$ cat src/rtl/ahb_lite_pkg.sv
// rtl/ahb_lite_pkg.sv - AHB-Lite encodings and data-phase state type shared by the response mux.
package ahb_lite_pkg;

   localparam logic [1:0] HTRANS_IDLE   = 2'b00;
   localparam logic [1:0] HTRANS_BUSY   = 2'b01;
   localparam logic [1:0] HTRANS_NONSEQ = 2'b10;
   localparam logic [1:0] HTRANS_SEQ    = 2'b11;

   localparam logic HRESP_OKAY  = 1'b0;
   localparam logic HRESP_ERROR = 1'b1;

   typedef enum logic [1:0] {
      DP_IDLE,
      DP_SLAVE,
      DP_ERR1,
      DP_ERR2
   } dp_state_t;

   // BUSY carries no data phase, so it is grouped with IDLE as inactive.
   function automatic logic htrans_active(input logic [1:0] htrans);
      logic act;
      act = 1'b0;
      case (htrans)
         HTRANS_NONSEQ, HTRANS_SEQ: act = 1'b1;
         HTRANS_IDLE, HTRANS_BUSY:  act = 1'b0;
         default:                   act = 1'b0;
      endcase
      return act;
   endfunction

endpackage

$ cat src/rtl/ahb_default_slave.sv
// rtl/ahb_default_slave.sv - default slave producing the two-cycle ERROR for unmapped active transfers.
module ahb_default_slave
   import ahb_lite_pkg::*;
(
   input  logic hclk,
   input  logic hresetn,
   input  logic unmapped_dp,
   output logic hreadyout,
   output logic hresp
);

   logic second_q;
   logic second_d;

   // unmapped_dp holds through the stalled first cycle, so second_q toggles
   // exactly once per ERROR and clears itself for a back-to-back ERROR.
   always_comb begin
      second_d = unmapped_dp && !second_q;
   end

   always_ff @(posedge hclk or negedge hresetn) begin
      if (!hresetn) begin
         second_q <= 1'b0;
      end else begin
         second_q <= second_d;
      end
   end

   always_comb begin
      hreadyout = !unmapped_dp || second_q;
      hresp     = unmapped_dp ? HRESP_ERROR : HRESP_OKAY;
   end

endmodule

$ cat src/rtl/ahb_slave_resp_mux.sv
// rtl/ahb_slave_resp_mux.sv - AHB-Lite data-phase response mux with built-in default slave.
module ahb_slave_resp_mux
   import ahb_lite_pkg::*;
#(
   parameter int SLAVE_NUM  = 4,
   parameter int DATA_WIDTH = 32
) (
   input  logic                         HCLK,
   input  logic                         HRESETn,
   input  logic [$clog2(SLAVE_NUM)-1:0] MUX_SEL,
   input  logic                         ADDR_HIT,
   input  logic [1:0]                   HTRANS,
   input  logic [DATA_WIDTH-1:0]        HRDATA_1,
   input  logic [DATA_WIDTH-1:0]        HRDATA_2,
   input  logic [DATA_WIDTH-1:0]        HRDATA_3,
   input  logic [DATA_WIDTH-1:0]        HRDATA_4,
   input  logic                         HREADYOUT_1,
   input  logic                         HREADYOUT_2,
   input  logic                         HREADYOUT_3,
   input  logic                         HREADYOUT_4,
   input  logic                         HRESP_1,
   input  logic                         HRESP_2,
   input  logic                         HRESP_3,
   input  logic                         HRESP_4,
   output logic [DATA_WIDTH-1:0]        HRDATA,
   output logic                         HREADY,
   output logic                         HRESP
);

   localparam int SEL_W = $clog2(SLAVE_NUM);

   dp_state_t        state_q, state_d;
   logic [SEL_W-1:0] sel_q, sel_d;
   logic             act_q, act_d;
   logic             hit_q, hit_d;

   logic [DATA_WIDTH-1:0] slv_rdata [4];
   logic [3:0]            slv_ready;
   logic [3:0]            slv_resp;

   logic [DATA_WIDTH-1:0] mux_rdata;
   logic                  mux_ready;
   logic                  mux_resp;

   logic ds_hreadyout;
   logic ds_hresp;

   always_comb begin
      slv_rdata[0] = HRDATA_1;
      slv_rdata[1] = HRDATA_2;
      slv_rdata[2] = HRDATA_3;
      slv_rdata[3] = HRDATA_4;
      slv_ready    = {HREADYOUT_4, HREADYOUT_3, HREADYOUT_2, HREADYOUT_1};
      slv_resp     = {HRESP_4, HRESP_3, HRESP_2, HRESP_1};
   end

   // An index with no slave behind it falls through to a zero-wait OKAY.
   always_comb begin
      mux_rdata = '0;
      mux_ready = 1'b1;
      mux_resp  = HRESP_OKAY;
      for (int i = 0; i < 4; i++) begin
         if (i < SLAVE_NUM && sel_q == SEL_W'(i)) begin
            mux_rdata = slv_rdata[i];
            mux_ready = slv_ready[i];
            mux_resp  = slv_resp[i];
         end
      end
   end

   ahb_default_slave u_default_slave (
      .hclk        (HCLK),
      .hresetn     (HRESETn),
      .unmapped_dp (act_q && !hit_q),
      .hreadyout   (ds_hreadyout),
      .hresp       (ds_hresp)
   );

   always_comb begin
      state_d = state_q;
      sel_d   = sel_q;
      act_d   = act_q;
      hit_d   = hit_q;
      if (HREADY) begin
         sel_d = MUX_SEL;
         act_d = htrans_active(HTRANS);
         hit_d = ADDR_HIT;
      end
      if (state_q == DP_ERR1) begin
         state_d = DP_ERR2;
      end else if (HREADY) begin
         if (!htrans_active(HTRANS)) begin
            state_d = DP_IDLE;
         end else if (ADDR_HIT) begin
            state_d = DP_SLAVE;
         end else begin
            state_d = DP_ERR1;
         end
      end
   end

   always_ff @(posedge HCLK or negedge HRESETn) begin
      if (!HRESETn) begin
         state_q <= DP_IDLE;
         sel_q   <= '0;
         act_q   <= 1'b0;
         hit_q   <= 1'b0;
      end else begin
         state_q <= state_d;
         sel_q   <= sel_d;
         act_q   <= act_d;
         hit_q   <= hit_d;
      end
   end

   always_comb begin
      HRDATA = '0;
      HREADY = 1'b1;
      HRESP  = HRESP_OKAY;
      case (state_q)
         DP_SLAVE: begin
            HRDATA = mux_rdata;
            HREADY = mux_ready;
            HRESP  = mux_resp;
         end
         DP_ERR1, DP_ERR2: begin
            HREADY = ds_hreadyout;
            HRESP  = ds_hresp;
         end
         default: begin
         end
      endcase
   end

endmodule

$ cat config.mk
export PLATFORM = sky130hd
export DESIGN_NAME = ahb_slave_resp_mux
export DESIGN_NICKNAME = d
export VERILOG_FILES = /design/src/rtl/ahb_lite_pkg.sv /design/src/rtl/ahb_default_slave.sv /design/src/rtl/ahb_slave_resp_mux.sv
export SDC_FILE = /design/constraint.sdc
export NUM_CORES = 1
export LEC_CHECK = 0
export ABC_CLOCK_PERIOD_IN_PS = 1400
export BUFFER_PORTS_ARGS = -buffer_cell sky130_fd_sc_hd__buf_2
export CAP_MARGIN = 20
export CELL_PAD_IN_SITES_DETAIL_PLACEMENT = 1
export CELL_PAD_IN_SITES_GLOBAL_PLACEMENT = 1
export CORE_UTILIZATION = 20
export CTS_CLUSTER_SIZE = 12
export DETAILED_ROUTE_END_ITERATION = 10
export PLACE_DENSITY = 0.88
export SLEW_MARGIN = 30
export SYNTH_ARGS = -nofsm -noshare
export SYNTH_HDL_FRONTEND = slang
export SYNTH_SLANG_ARGS = --single-unit
$ cat constraint.sdc
create_clock -name HCLK -period 1.4 [get_ports HCLK]
set_clock_uncertainty 0.05 [all_clocks]
set_input_delay 0.14 -clock HCLK [delete_from_list [all_inputs] [get_ports HCLK]]
set_output_delay 0.14 -clock HCLK [all_outputs]
set_load 0.03 [all_outputs]
-- Yosys cells after proc, flatten, opt, wreduce, memory -nomap -nowiden
Index checks and enable logic that the tools add are counted.
- flip-flop bits (word level): 7
- input bits: 143
- output and inout bits: 34
- word-level logic and storage cells: 49
- equality and inequality tests: 9
- mux-type cells: 23
- reductions and logical operators: 12
- operator list (operator ; number):
    $mux W32 ; 5
    $eq A2 B2 Y1 const B ; 6
    $mux W1 ; 11
    $mux W2 ; 4
    $eq A2 B1 Y1 const B ; 3
    $pmux W1 S2 ; 3
    $reduce_or A2 Y1 ; 3
    $logic_not A2 Y1 ; 2
    $logic_not A1 Y1 ; 3
    $logic_and A1 B1 Y1 ; 2
    $reduce_bool A2 Y1 ; 1
    $logic_or A1 B1 Y1 ; 1

-- Longest topological paths before layout
Gate-level depths: netlist of run 1.
- word-level depth: 11
- depth in mapped cells: 5
- mapped depth without buffers: 3

-- Modules after synthesis
From an unflattened synthesis of run 1, not the netlist that was laid out.
- cells, all modules: 108
- area, all modules: 1385.1 um2
- by module, submodules not included (module ; instances ; cells an instance ; area each (um2)):
    ahb_slave_resp_mux ; 1 ; 104 ; 1340.0
    ahb_default_slave ; 1 ; 4 ; 45.0

-- Least setup slack after synthesis of run 1
OpenSTA, ideal clock, no wires.
- path type: reg2out
- from: register sel_q[0]
- to: output HRDATA[10]
- arrival time: 1.402 ns
- data required time: 1.210 ns
- slack: -0.192 ns
- stages on the path, launching flop included: 5
- path buffers: 2
- cell sequence: dfrtp_1 buf_6 buf_12 mux4_2 and2_1
- cells in the longest elaborated chain, start to end: 6
- elaborated cells between the ends (all ways): 9
- those cells by class: eq/ne (3); mux (5); reduce/logical (1)
- ends and longest elaborated chain (element ; line ; text):
    from (decl) ; ahb_slave_resp_mux.sv:33 ; logic [SEL_W-1:0] sel_q, sel_d;
    from (signal assigned) ; ahb_slave_resp_mux.sv:110 ; sel_q <= sel_d;
    $logic_not A2 Y1 ; ahb_slave_resp_mux.sv:63 ; if (i < SLAVE_NUM && sel_q == SEL_W'(i)) begin
    $mux W32 (3 in a row) ; ahb_slave_resp_mux.sv:63 ;
    $mux W32 * ; ahb_slave_resp_mux.sv:63 ;
    $mux W32 * ; ahb_slave_resp_mux.sv:120 ; case (state_q)
    to (decl) ; ahb_slave_resp_mux.sv:25 ; output logic [DATA_WIDTH-1:0] HRDATA,
Mark *: on every way between the ends. The rest lies on a longest branch, timed or not.

-- Final worst setup path of run 1
- from: register sel_q[0]
- to: output HRDATA[16]
The elaborated chain is that of the path after synthesis.

==> results of run 1 <==
worst max-delay path: cells and delay by family, from the launching register on:
| family | cells | cell delay, ps |
|---|---|---|
| and+or+nand+nor | 1 | 170 |
| muxes | 1 | 510 |
| DFF | 1 | 380 |
| buffers and inverters | 3 | 420 |
cells by family (layout without fill, tap and decap cells):
kind of cell | count (synthesis) | count (layout) | synth area share, %
mux | 36 | 36 | 53.65
buf+inv | 16 | 206 | 7.378
compound gates | 10 | 10 | 5.382
simple gates | 49 | 49 | 21.44
flops | 7 | 7 | 12.15
how the worst min path moves through the flow:
stage | from | endpoint | slack (ps) | cells after the start
2_1_floorplan | HRESETn | act_q$_DFFE_PN0P_ | -210 | 0
3_3_place_gp | HRESETn | state_q[1]$_DFFE_PN0P_ | -70 | 1
3_5_place_dp | HRESETn | state_q[1]$_DFFE_PN0P_ | -60 | 1
4_1_cts | ADDR_HIT | hit_q$_DFFE_PN0P_ | 130 | 3
5_1_grt | ADDR_HIT | hit_q$_DFFE_PN0P_ | 130 | 3
6_report | ADDR_HIT | state_q[0]$_DFFE_PN0P_ | 120 | 3
layout make-up:
type / count / area (um^2)
clock buffers: 4 / 45.04
inverters: 4 / 15.01
multi-input cells: 95 / 1280
flip-flops and latches: 7 / 177.7
fillers: 818 / 3902
well taps: 96 / 120.1
repair buffers: 198 / 1329
cell usage after synthesis:
library cell  count  area share, %
o211ai_1          2            1.0
inv_1             4            1.0
a22oi_1           1           0.52
nand3b_1          1           0.52
and4bb_2          1           0.87
nor2b_1           2           0.87
mux4_2           33             52
nand3_1           2           0.69
nand2b_1          2           0.87
and3b_1           1           0.61
a211oi_1          1           0.52
mux2i_1           3            2.1
a22o_2            1           0.69
and2_1           32             14
buf_6             1           0.78
a32oi_1           1           0.61
clkbuf_1          4            1.0
dfrtp_1           7             12
nor3b_1           2            1.0
nand2_1           4            1.0
nor2_1            1           0.26
or4bb_1           1           0.78
buf_2             5            1.7
a41oi_1           1           0.61
a21oi_1           1           0.35
buf_12            2            2.8
o21ai_0           1           0.35
a32o_1            1           0.69
power by group through the flow:
stage,Clock [mW],Combinational (mW),Sequential [mW]
floorplan,0,3.63,0.365
global placement,0,4.66,0.444
detailed placement,0,4.79,0.457
CTS,0.301,5.92,0.431
global route,0.318,6.21,0.451
finish,0.294,5.86,0.429
metrics by stage:
stage | cells | setup WS [ps] | utilization [%] | hold slack [ps]
3_5_place_dp | 392 | -336.8 | 37.74 | -61.88
2_1_floorplan | 118 | -142.2 | - | -205.6
6_report | 404 | -501.8 | 43.19 | 121.0
4_1_cts | 404 | -523.7 | 43.19 | 125.7
3_3_place_gp | 392 | -296.0 | 37.74 | -70.13
5_1_grt | 404 | -564.4 | 43.19 | 128.5
flip-flops by register name, indices dropped and copies added, names as in the netlist:
name and cells:
sel_q 2, u_default_slave.second_q 1, act_q 1, state_q 2, hit_q 1
layer usage:
layer / vias up / wire (um)
met2: 92 / 3931
met5: - / 0
met1: 906 / 2368
met3: 14 / 526
met4: 0 / 166
li1: 853 / -
timing repair:
action	CTS	global route
resized for setup	73	0
hold buffers	1	0
setup endpoints to repair	40	40
pin swaps	21	1
hold endpoints to repair	7	0
setup buffers	5	0
cloned	2	0
==> summary.txt, run 1 <==
Status -> finished with violations
Violated checks -> setup timing
Share of total power consumed by net switching -> 43.00%
CTS tree -> done
Post-synthesis sequential area ratio -> 12.15%
Beginning of the worst register-to-register path -> sel_q[0]$_DFFE_PN0P_
Share of layout cells above drive strength 1 -> 89.29%
Chip Width -> 86.90 um
Io pins -> 177
Path type of the worst setup path -> register to output port
Max IR drop VDD -> 1.090 mV
Crit share post-route -> 135.8%
Gp weighted congestion -> 0.7473
Cell area after technology mapping -> 1441 um^2
Global routing met1 resource utilization -> 19.55%
Initial core utilization -> 20.98%
Synthesis-stage register bit count -> 7
Post-route cell area -> 2967 um^2
Largest net degree at the start of global routing -> 35
Setup crit end kind -> output port
Inserted Clock Buffers -> 3
Clock network latency to the later pin of the worst-skew pair -> 230 ps
Overall Global Routing Usage -> 18.31%
Slew Limit Headroom -> 74.89%
P_int -> 3.754 mW
Number of global-route vias before repair -> 2108
Clock root buffer master -> clkbuf_8
Power density normalized to cell area -> 2220 nW/um^2
Transition time at the pin with the least slew margin -> 372.7 ps
Flop-to-flop setup slack -> -360 ps
Master of the slowest instance on the critical path -> mux4_2
Clock Path Buffers -> 2
Max incr delay on CP -> 510 ps
Syn_nets -> 261
Maximum capacitance violations -> 0
Max-slew violation count -> 0
Count of different cell masters after synthesis -> 28
Die span in y -> 86.90 um
Power dissipated by switching net loads -> 2.831 mW
Layer carrying the most global-route usage -> met2
FF-to-FF End -> state_q[0]$_DFFE_PN0P_
Detail Placement HPWL -> 5779 um
Endpoint arrival time on the critical path -> 1710 ps
Post-Route WL -> 6992 um
Area of the die -> 7551 um^2
RSZ-0062 raised after global routing -> yes
Remaining global-route overflow -> 0
Leakage power summed over all cells -> 1.472 nW
Sequential power share -> 6.5%
Avg Inst Size Synth -> 12.22 um^2
1st-iter DRT viols -> 24
Clk network pwr share -> 4.5%
Top cell by count, worst path -> buf_4
Type of element launching the critical path -> register
Via count -> 1865
Setup total negative slack -> -16950 ps
Area overhead of the layout relative to synthesis -> 105.8%
Syn. warnings -> 0
Logic depth of the worst register-to-register path -> 7
Post-CTS clock slew at the launch and capture registers of the worst setup and hold paths -> 50 ps
Critical Path Fanout Max -> 9
Crit-path cells -> buf_4, buf_12, mux4_2, and2_4, buf_4
Required time of the worst setup path -> 1210 ps
Area inside the core boundary -> 6869 um^2
Critical path startpoint -> sel_q[0]$_DFFE_PN0P_
Wire length per cell -> 17.31 um
CP Capture Point -> HRDATA[16]
Crit path time final -> 1902 ps
Count of endpoints failing hold in the final timing report -> 0
Logic gate share of total power -> 89.0%
Remaining antenna violation count after routing -> 0
Final setup fails -> 40
Global-route wire length before repair -> 10640 um
Met3 Track Usage GR -> 3.223%
Antenna fix cells -> 0
Class of the worst hold path -> input pin to register
DRC errors left -> 0
Commonest cells after routing, fill and taps aside -> buf_2, mux4_2, and2_4, buf_4, buf_6
Num rows -> 30
M2 GR Usage -> 36.29%
Drt via density -> 4.616
Buffers added on ports -> 175
Placement-stage cell area -> 2592 um^2
Initial DRT Pass Iterations -> 4
Number of clock sinks -> 7
Achievable frequency -> 525.8 MHz
Most frequent standard cell in the layout excluding fill and tap cells -> buf_2
Final setup margin -> -501.8 ps
Number of H-tree levels -> 1
Total number of nets in the final design -> 452
Overall Power -> 6.585 mW
Antenna violations before repair -> 0
Cell count after synthesis -> 118
No activity file was read; power rests on OpenSTA's default activity.
==> run 2: changes to the inputs <==
--- a/config.mk
+++ b/config.mk
@@ -14,6 +14,7 @@
 export CTS_CLUSTER_SIZE = 12
 export DETAILED_ROUTE_END_ITERATION = 10
 export PLACE_DENSITY = 0.88
+export SKIP_LAST_GASP = 1
 export SLEW_MARGIN = 30
 export SYNTH_ARGS = -nofsm -noshare
 export SYNTH_HDL_FRONTEND = slang
==> summary.txt, run 2 (synthesized netlist as in run 1, its figures left out) <==
Global-route wire length before repair -> 10640 um
Logic depth of the worst register-to-register path -> 7
Largest registers -> sel_q: 2 flops, state_q: 2 flops
Status -> finished with violations
Chip Width -> 86.90 um
Flop-to-flop setup slack -> -360 ps
Post-route cell area -> 2967 um^2
CTS tree -> done
Beginning of the worst register-to-register path -> sel_q[0]$_DFFE_PN0P_
Remaining global-route overflow -> 0
Crit path time final -> 1902 ps
Slew Limit Headroom -> 74.89%
Num rows -> 30
Max incr delay on CP -> 510 ps
Maximum capacitance violations -> 0
Drt via density -> 4.616
Top cell by count, worst path -> buf_4
Number of H-tree levels -> 1
Setup crit end kind -> output port
Post-Route WL -> 6991 um
CP Capture Point -> HRDATA[16]
Master of the slowest instance on the critical path -> mux4_2
Clock Path Buffers -> 2
RSZ-0062 raised after global routing -> yes
Commonest cells after routing, fill and taps aside -> buf_2, mux4_2, and2_4, buf_4, buf_6
Count of endpoints failing hold in the final timing report -> 0
Critical path buffers and inverters -> 3
Power density normalized to cell area -> 2220 nW/um^2
Inserted Clock Buffers -> 3
Antenna fix cells -> 0
Crit share post-route -> 135.8%
Via count -> 1865
Die span in y -> 86.90 um
Placement-stage cell area -> 2592 um^2
Crit-path cells -> buf_4, buf_12, mux4_2, and2_4, buf_4
Class of the worst hold path -> input pin to register
Clock root buffer master -> clkbuf_8
Final setup margin -> -501.8 ps
1st-iter DRT viols -> 24
Leakage power summed over all cells -> 1.472 nW
Detail Placement HPWL -> 5779 um
Overall Global Routing Usage -> 18.31%
Initial core utilization -> 20.98%
Overall Power -> 6.585 mW
Path type of the worst setup path -> register to output port
Achievable frequency -> 525.8 MHz
Share of layout cells above drive strength 1 -> 89.29%
DRC errors left -> 0
Buffers added on ports -> 175
Hold_ws -> 121.0 ps
FF-to-FF End -> state_q[0]$_DFFE_PN0P_
Largest delay share family, worst path -> multiplexers
Area inside the core boundary -> 6869 um^2
Wire length per cell -> 17.30 um
Gp weighted congestion -> 0.7473
Violated checks -> setup timing
Largest net degree at the start of global routing -> 35
Total number of nets in the final design -> 452
Io pins -> 177
Area of the die -> 7551 um^2
Count of filler cells inserted in the layout -> 818
Antenna violations before repair -> 0
Post-CTS clock slew at the launch and capture registers of the worst setup and hold paths -> 50 ps
Remaining antenna violation count after routing -> 0
Worst slack after detailed placement -> -336.8 ps
Critical Path Fanout Max -> 9
Transition time at the pin with the least slew margin -> 372.7 ps
Number of global-route vias before repair -> 2108
Critical path startpoint -> sel_q[0]$_DFFE_PN0P_
Number of clock sinks -> 7
Endpoint arrival time on the critical path -> 1710 ps
Initial DRT Pass Iterations -> 4
Final setup fails -> 40
Most frequent standard cell in the layout excluding fill and tap cells -> buf_2
Type of element launching the critical path -> register
Max IR drop VDD -> 1.090 mV
Count of cell instances traversed by the critical path -> 5
Max-slew violation count -> 0
Area overhead of the layout relative to synthesis -> 105.8%
Required time of the worst setup path -> 1210 ps
Setup total negative slack -> -16950 ps
Clock network latency to the later pin of the worst-skew pair -> 230 ps
==> run 2: timing repair <==
action,4_1_cts,5_1_grt
setup buffers,5,0
hold endpoints to repair,7,0
gates cloned,2,0
pin swaps,20,2
hold buffers,1,0
setup endpoints to repair,40,40
gates resized for setup,73,0
==> run 2: per-stage QoR <==
step           std cells  utilization [%]
2_1_floorplan        118                -
3_3_place_gp         392            37.74
3_5_place_dp         392            37.74
4_1_cts              404            43.19
5_1_grt              404            43.19
6_report             404            43.19
==> run 2: worst register-to-register path: stages (launching register included) <==
cell and delay (ps):
dfrtp_2 420, buf_4 150, buf_16 140, mux2i_4 190, a22o_4 270, buf_6 130
buf_4 130, nand3b_1 150
==> run 2: routing by layer <==
layer  share of wire (%)  wire length [um]  track usage, %  vias to the layer above
met5                   0                 0               0                        -
met4                 2.4               166           5.152                        0
met3                 7.5               526           3.223                       14
met2                  56              3930           36.29                       92
met1                  34              2368           19.55                      906
li1                    -                 -               -                      853
==> run 2: power breakdown <==
group	switching (mW)	internal, mW	total [mW]
logic	2.61	3.25	5.86
registers	0.122	0.307	0.429
clock network	0.0964	0.198	0.294
total	2.83	3.75	6.59
==> run 2: layout make-up <==
class                           count  area [um^2]  area share [%]
Timing Repair Buffer              198         1329           44.79
Multi-Input combinational cell     95         1280           43.15
Sequential cell                     7        177.7           5.989
Tap cell                           96        120.1           4.049
Clock buffer                        4        45.04           1.518
Inverter                            4        15.01          0.5061
==> run 2: how the worst min path moves through the flow <==
stage,start,end,slack (ps),cells after the start
after floorplan,HRESETn,act_q$_DFFE_PN0P_,-210,0
after global placement,HRESETn,state_q[1]$_DFFE_PN0P_,-70,1
after detailed placement,HRESETn,state_q[1]$_DFFE_PN0P_,-60,1
after CTS,ADDR_HIT,hit_q$_DFFE_PN0P_,130,3
after global routing,ADDR_HIT,hit_q$_DFFE_PN0P_,130,3
final,ADDR_HIT,state_q[0]$_DFFE_PN0P_,120,3
